**src/rtl/adder_result_pack.sv**
```systemverilog
// FP adder output stage: special-case resolution, IEEE-754 packing, 2-entry skid buffer.
// Optional DENORM_EN: pass exp=0 mantissas through as subnormals instead of flushing.
module adder_result_pack #(
    parameter int EXP_W = 8,
    parameter int MAN_W = 23
) (
    input  logic                   clk,
    input  logic                   rst_n,
    input  logic                   in_valid,
    output logic                   in_ready,
    input  logic                   sign_in,
    input  logic [EXP_W-1:0]       exp_in,
    input  logic                   max_exp_in,
    input  logic [MAN_W-1:0]       mant_in,
    input  logic                   nan_in,
    output logic                   out_valid,
    input  logic                   out_ready,
    output logic [EXP_W+MAN_W:0]   result,
    output logic                   ovf_o,
    output logic                   unf_o,
    output logic                   zero_o,
    output logic [1:0]             sticky_flags,
    input  logic                   flag_clr
);

    localparam int RES_W = 1 + EXP_W + MAN_W;

    typedef struct packed {
        logic [RES_W-1:0] word;
        logic             ovf;
        logic             unf;
        logic             zero;
    } entry_t;

    entry_t     mem [2];
    entry_t     packed_e;
    entry_t     head;
    logic [1:0] count;
    logic [1:0] count_next;
    logic       wr_ptr;
    logic       rd_ptr;
    logic       push;
    logic       pop;
    logic       exp_ones;
    logic       exp_zero;
    logic       mant_nz;

    assign push     = in_valid & in_ready;
    assign pop      = out_valid & out_ready;
    assign exp_ones = &exp_in;
    assign exp_zero = ~|exp_in;
    assign mant_nz  = |mant_in;

    // Earlier rows win: NaN beats overflow beats the exp=0 cases.
    always_comb begin
        packed_e = '0;
        priority case (1'b1)
            nan_in: begin
                packed_e.word = {1'b0, {EXP_W{1'b1}}, 1'b1, {(MAN_W-1){1'b0}}};
            end
            (max_exp_in | exp_ones): begin
                packed_e.word = {sign_in, {EXP_W{1'b1}}, {MAN_W{1'b0}}};
                packed_e.ovf  = 1'b1;
            end
            exp_zero: begin
`ifdef DENORM_EN
                packed_e.word = {sign_in, {EXP_W{1'b0}}, mant_in};
                packed_e.unf  = mant_nz;
                packed_e.zero = ~mant_nz;
`else
                packed_e.word = {sign_in, {EXP_W{1'b0}}, {MAN_W{1'b0}}};
                packed_e.unf  = mant_nz;
                packed_e.zero = 1'b1;
`endif
            end
            default: begin
                packed_e.word = {sign_in, exp_in, mant_in};
            end
        endcase
    end

    always_comb begin
        count_next = count;
        case ({push, pop})
            2'b10:   count_next = count + 2'd1;
            2'b01:   count_next = count - 2'd1;
            default: count_next = count;
        endcase
    end

    always_ff @(posedge clk or negedge rst_n) begin
        if (!rst_n) begin
            count    <= '0;
            wr_ptr   <= 1'b0;
            rd_ptr   <= 1'b0;
            in_ready <= 1'b1;
            mem[0]   <= '0;
            mem[1]   <= '0;
        end else begin
            count    <= count_next;
            in_ready <= (count_next < 2'd2);
            if (push) begin
                mem[wr_ptr] <= packed_e;
                wr_ptr      <= ~wr_ptr;
            end
            if (pop) begin
                rd_ptr <= ~rd_ptr;
            end
        end
    end

    // Set beats clear so a flag popped in the clearing cycle is never lost.
    always_ff @(posedge clk or negedge rst_n) begin
        if (!rst_n) begin
            sticky_flags <= '0;
        end else begin
            sticky_flags <= (flag_clr ? 2'b00 : sticky_flags)
                          | (pop ? {head.ovf, head.unf} : 2'b00);
        end
    end

    assign head      = mem[rd_ptr];
    assign out_valid = (count != 2'd0);
    assign result    = out_valid ? head.word : '0;
    assign ovf_o     = out_valid & head.ovf;
    assign unf_o     = out_valid & head.unf;
    assign zero_o    = out_valid & head.zero;

endmodule

```
**config.mk**
```make
export PLATFORM = sky130hd
export DESIGN_NAME = adder_result_pack
export DESIGN_NICKNAME = d
export VERILOG_FILES = /design/src/rtl/adder_result_pack.sv
export SDC_FILE = /design/constraint.sdc
export NUM_CORES = 1
export LEC_CHECK = 0
export ABC_AREA = 1
export BUFFER_PORTS_ARGS = -buffer_cell sky130_fd_sc_hd__buf_2
export CORE_MARGIN = 3
export CORE_UTILIZATION = 40
export DETAILED_ROUTE_END_ITERATION = 10
export SETUP_SLACK_MARGIN = 0.3
export SYNTH_ARGS = -nofsm -noshare
export SYNTH_HDL_FRONTEND = slang
export SYNTH_SLANG_ARGS = --single-unit
```
**constraint.sdc**
```tcl
create_clock -name clk -period 2.2 [get_ports clk]
set_input_delay 0.22 -clock clk [delete_from_list [all_inputs] [get_ports clk]]
set_output_delay 0.22 -clock clk [all_outputs]
set_load 0.05 [all_outputs]
```
==> impl_metrics.csv <==
group,metric,value,unit
outcome,status,"finished clean",
clock_network,clk_pin_slew,80,ps
routing,antenna_left,0,
worst_setup_path,critPathArrivalTime,1600,ps
floorplan,start_util,41.5,%
floorplan,dieHeight,107,um
worst_setup_path,worstPathRequired,1980,ps
worst_setup_path,cp_slowest_stage_delay,410,ps
clock_network,clk_latency,360,ps
cells_and_area,fillerInstances,1022,
timing,finalCritPeriodShare,82.8,%
timing,setup_viol,0,
synth,synthCells,546,
worst_setup_path,start_kind,"flop",
hold_path,hold_depth,2,
grt,grt_pass1_wl,18200,um
floorplan,ioPinCount,78,
worst_setup_path,path_cells,"inv_1 > buf_8 > nand2_1 > a21oi_1 > buf_4",
timing,skew,9.83,ps
synth,synthDistinctLibCells,26,
clock_network,cts_root_buffer,"clkbuf_8",
worst_setup_path,rr_worst_depth,9,
timing,maxSlewViolCount,0,
worst_setup_path,critPathCaptureType,"output port",
synth,syn_area,4100,um2
cells_and_area,antennaDiodeCount,0,
power_and_ir_drop,vdd_ir_drop_max,0.957,mV
cells_and_area,design_area,4800,um2
floorplan,num_rows,36,
grt,grt_pass1_vias,3577,
routing,avgRoutedWirePerCell,14.2,um
synth,yosysWarnings,0,
timing,period_needed,1820,ps
grt,grt_max_degree,41,
worst_setup_path,cpMaxStageDelayCell,"dfrtp_1",
placed_design,place.gp.congestion,0.783,
worst_setup_path,path_class,"flop to output port",
timing,rsz0062_at_grt,"true",
placed_design,place_area,4510,um2
placed_design,dp_hpwl,6940,um
synth,synthTopCellsByArea,"dfrtp_1 (46%), nand2_1 (22%), nand3_1 (6.0%)",
grt,grtUsageTotal,20.2,%
synth,syn_nets,586,
clock_network,cts_tree,"done",
cells_and_area,fin_nets,657,
power_and_ir_drop,power_density,1540,nW/um2
clock_network,clockBufferDepth,2,
timing,tns,0,ps
synth,synth_top_cell_by_area,"dfrtp_1",
timing,fin_ws,378,ps
power_and_ir_drop,power.total,0.00741,W
synth,synth-seq-cells,77,
clock_network,clock-sinks,77,
floorplan,fp.dieW,107,um
routing,vias,3613,
grt,antenna_found_initial,0,
clock_network,numCtsBuffers,9,
routing,drt_iter0_drc,181,
grt,grt_overflow,0,
hold_path,hp-class,"input port to flop",
cells_and_area,area_growth,17.2,%
timing,tightest_slew,706,ps
synth,yosysTopAreaCellShare,46.4,%
floorplan,die-area,11500,um2
routing,drt_pass1_iterations,4,
placed_design,io_buffers,77,
routing,finalWirelength,10700,um
routing,vias_per_cell,4.79,
cells_and_area,drive_gt1_share,22.0,%
worst_setup_path,cp_max_fo,21,
clock_network,htree_levels,3,
floorplan,core_area,9860,um2
placed_design,place_ws,538,ps
timing,relSlewSlack,52.9,%
power_and_ir_drop,p_leak,2.62,nW
flow_run,cap_violations,0,
synth,synth-seq-area-share,47.1,%
routing,drc,0,
timing,hold_violations,0,
synth,syn_area_per_cell,7.50,um2
timing,max_freq,0.549,GHz
[state kept, by name (all words and copies together), names as in the netlist]
signal        cells
mem              70
count             2
sticky_flags      2
in_ready          1
rd_ptr            1
wr_ptr            1
[what timing repair did]
action / CTS / global route
hold endpoints to repair: 38 / 0
setup endpoints to repair: 26 / 26
hold buffers: 1 / 0
setup buffers: 0 / 0
resized for setup: 9 / 9
cloned: 0 / 0
[synthesized netlist by cell type]
| cell type | count |
|---|---|
| a21oi_1 | 34 |
| nand2_2 | 2 |
| nor2_2 | 23 |
| buf_1 | 2 |
| xnor2_1 | 1 |
| buf_6 | 8 |
| nor2_4 | 4 |
| buf_2 | 11 |
| inv_4 | 1 |
| xor2_1 | 2 |
| buf_12 | 2 |
| nand2_8 | 1 |
| buf_4 | 5 |
| o22ai_1 | 2 |
| nor2_1 | 24 |
| dfstp_2 | 1 |
| nor2_8 | 1 |
| ha_1 | 1 |
| o21ai_1 | 2 |
| nand2_1 | 242 |
| dfrtp_1 | 76 |
| o21ai_0 | 6 |
| mux2i_1 | 2 |
| nand3_1 | 49 |
| inv_1 | 41 |
| inv_2 | 3 |
[power by group]
| group | switching (W) | total [W] | internal [W] |
|---|---|---|---|
| Sequential | 0.000331 | 0.00236 | 0.00203 |
| Combinational | 0.00275 | 0.00377 | 0.00102 |
| Clock | 0.000525 | 0.00128 | 0.000756 |
| Total | 0.00361 | 0.00741 | 0.00381 |
[area by class of cell]
cell class              instances  area [um2]  share of cell area [%]
well taps                     133         166                    3.47
repair buffers                 88         532                    11.1
multi-input cells             396        1770                    36.9
flip-flops and latches         77        1930                    40.2
clock buffers                  12         135                    2.81
clock inverters                 4        97.6                    2.03
inverters                      45         171                    3.57
[worst max-delay path, delay by kind of cell, from the launching register on]
kind | cells | cell delay, ps
flip-flops | 1 | 410
AO/OA/AOI/OAI | 1 | 200
AND/OR/NAND/NOR | 1 | 70
buffers and inverters | 3 | 570
[layer usage]
metal,up-vias,part of all wire (%),track usage (%)
met1,1690,48,29.1
met3,13,4.9,2.59
met4,0,1.6,7.58
met2,85,45,31.0
li1,1825,-,-
met5,-,0,0
[cells by family after synthesis]
kind of cell,count (synthesis),synth area share [%]
AO/OA/AOI/OAI,44,5.44
XOR/XNOR,3,0.642
adder cells (fa/ha/maj),1,0.305
buffers and inverters,73,9.80
flip-flops,77,47.1
multiplexers,2,0.489
AND/OR/NAND/NOR,346,36.3
[final timing paths]
kind	startpoint	to	slack, ps
worst min register to register	mem[59]	mem[59]	480
max in group asynchronous	rst_n	mem[59]	1180
worst min-delay path	flag_clr	sticky_flags[0]	70
min in group asynchronous	rst_n	mem[20]	410
worst max register to register	count[0]	in_ready	480
worst max-delay path	rd_ptr	result[28]	380
[cells in the final DEF (no fill, tap or decap), types with 2 or more instances in the layout]
cell type,instances
a21oi_1,33
buf_2,65
buf_4,15
buf_8,2
bufinv_16,3
clkbuf_1,3
clkbuf_4,3
clkbuf_8,9
dfrtp_1,76
inv_1,41
inv_2,3
mux2i_1,2
nand2_1,242
nand2_2,2
nand3_1,49
nor2_1,24
nor2_2,23
nor2_4,4
o21ai_0,6
o21ai_1,2
o22ai_1,2
xor2_1,2
[stage by stage]
step | instances | utilization (%) | hold WS (ps)
floorplan | 546 | - | -75.6
global placement | 738 | 45.7 | 255
detailed placement | 738 | 45.7 | 261
CTS | 755 | 48.4 | 47.1
global route | 755 | 48.7 | 48.6
finish | 755 | 48.7 | 67.5
No activity file was read; power rests on OpenSTA's default activity.
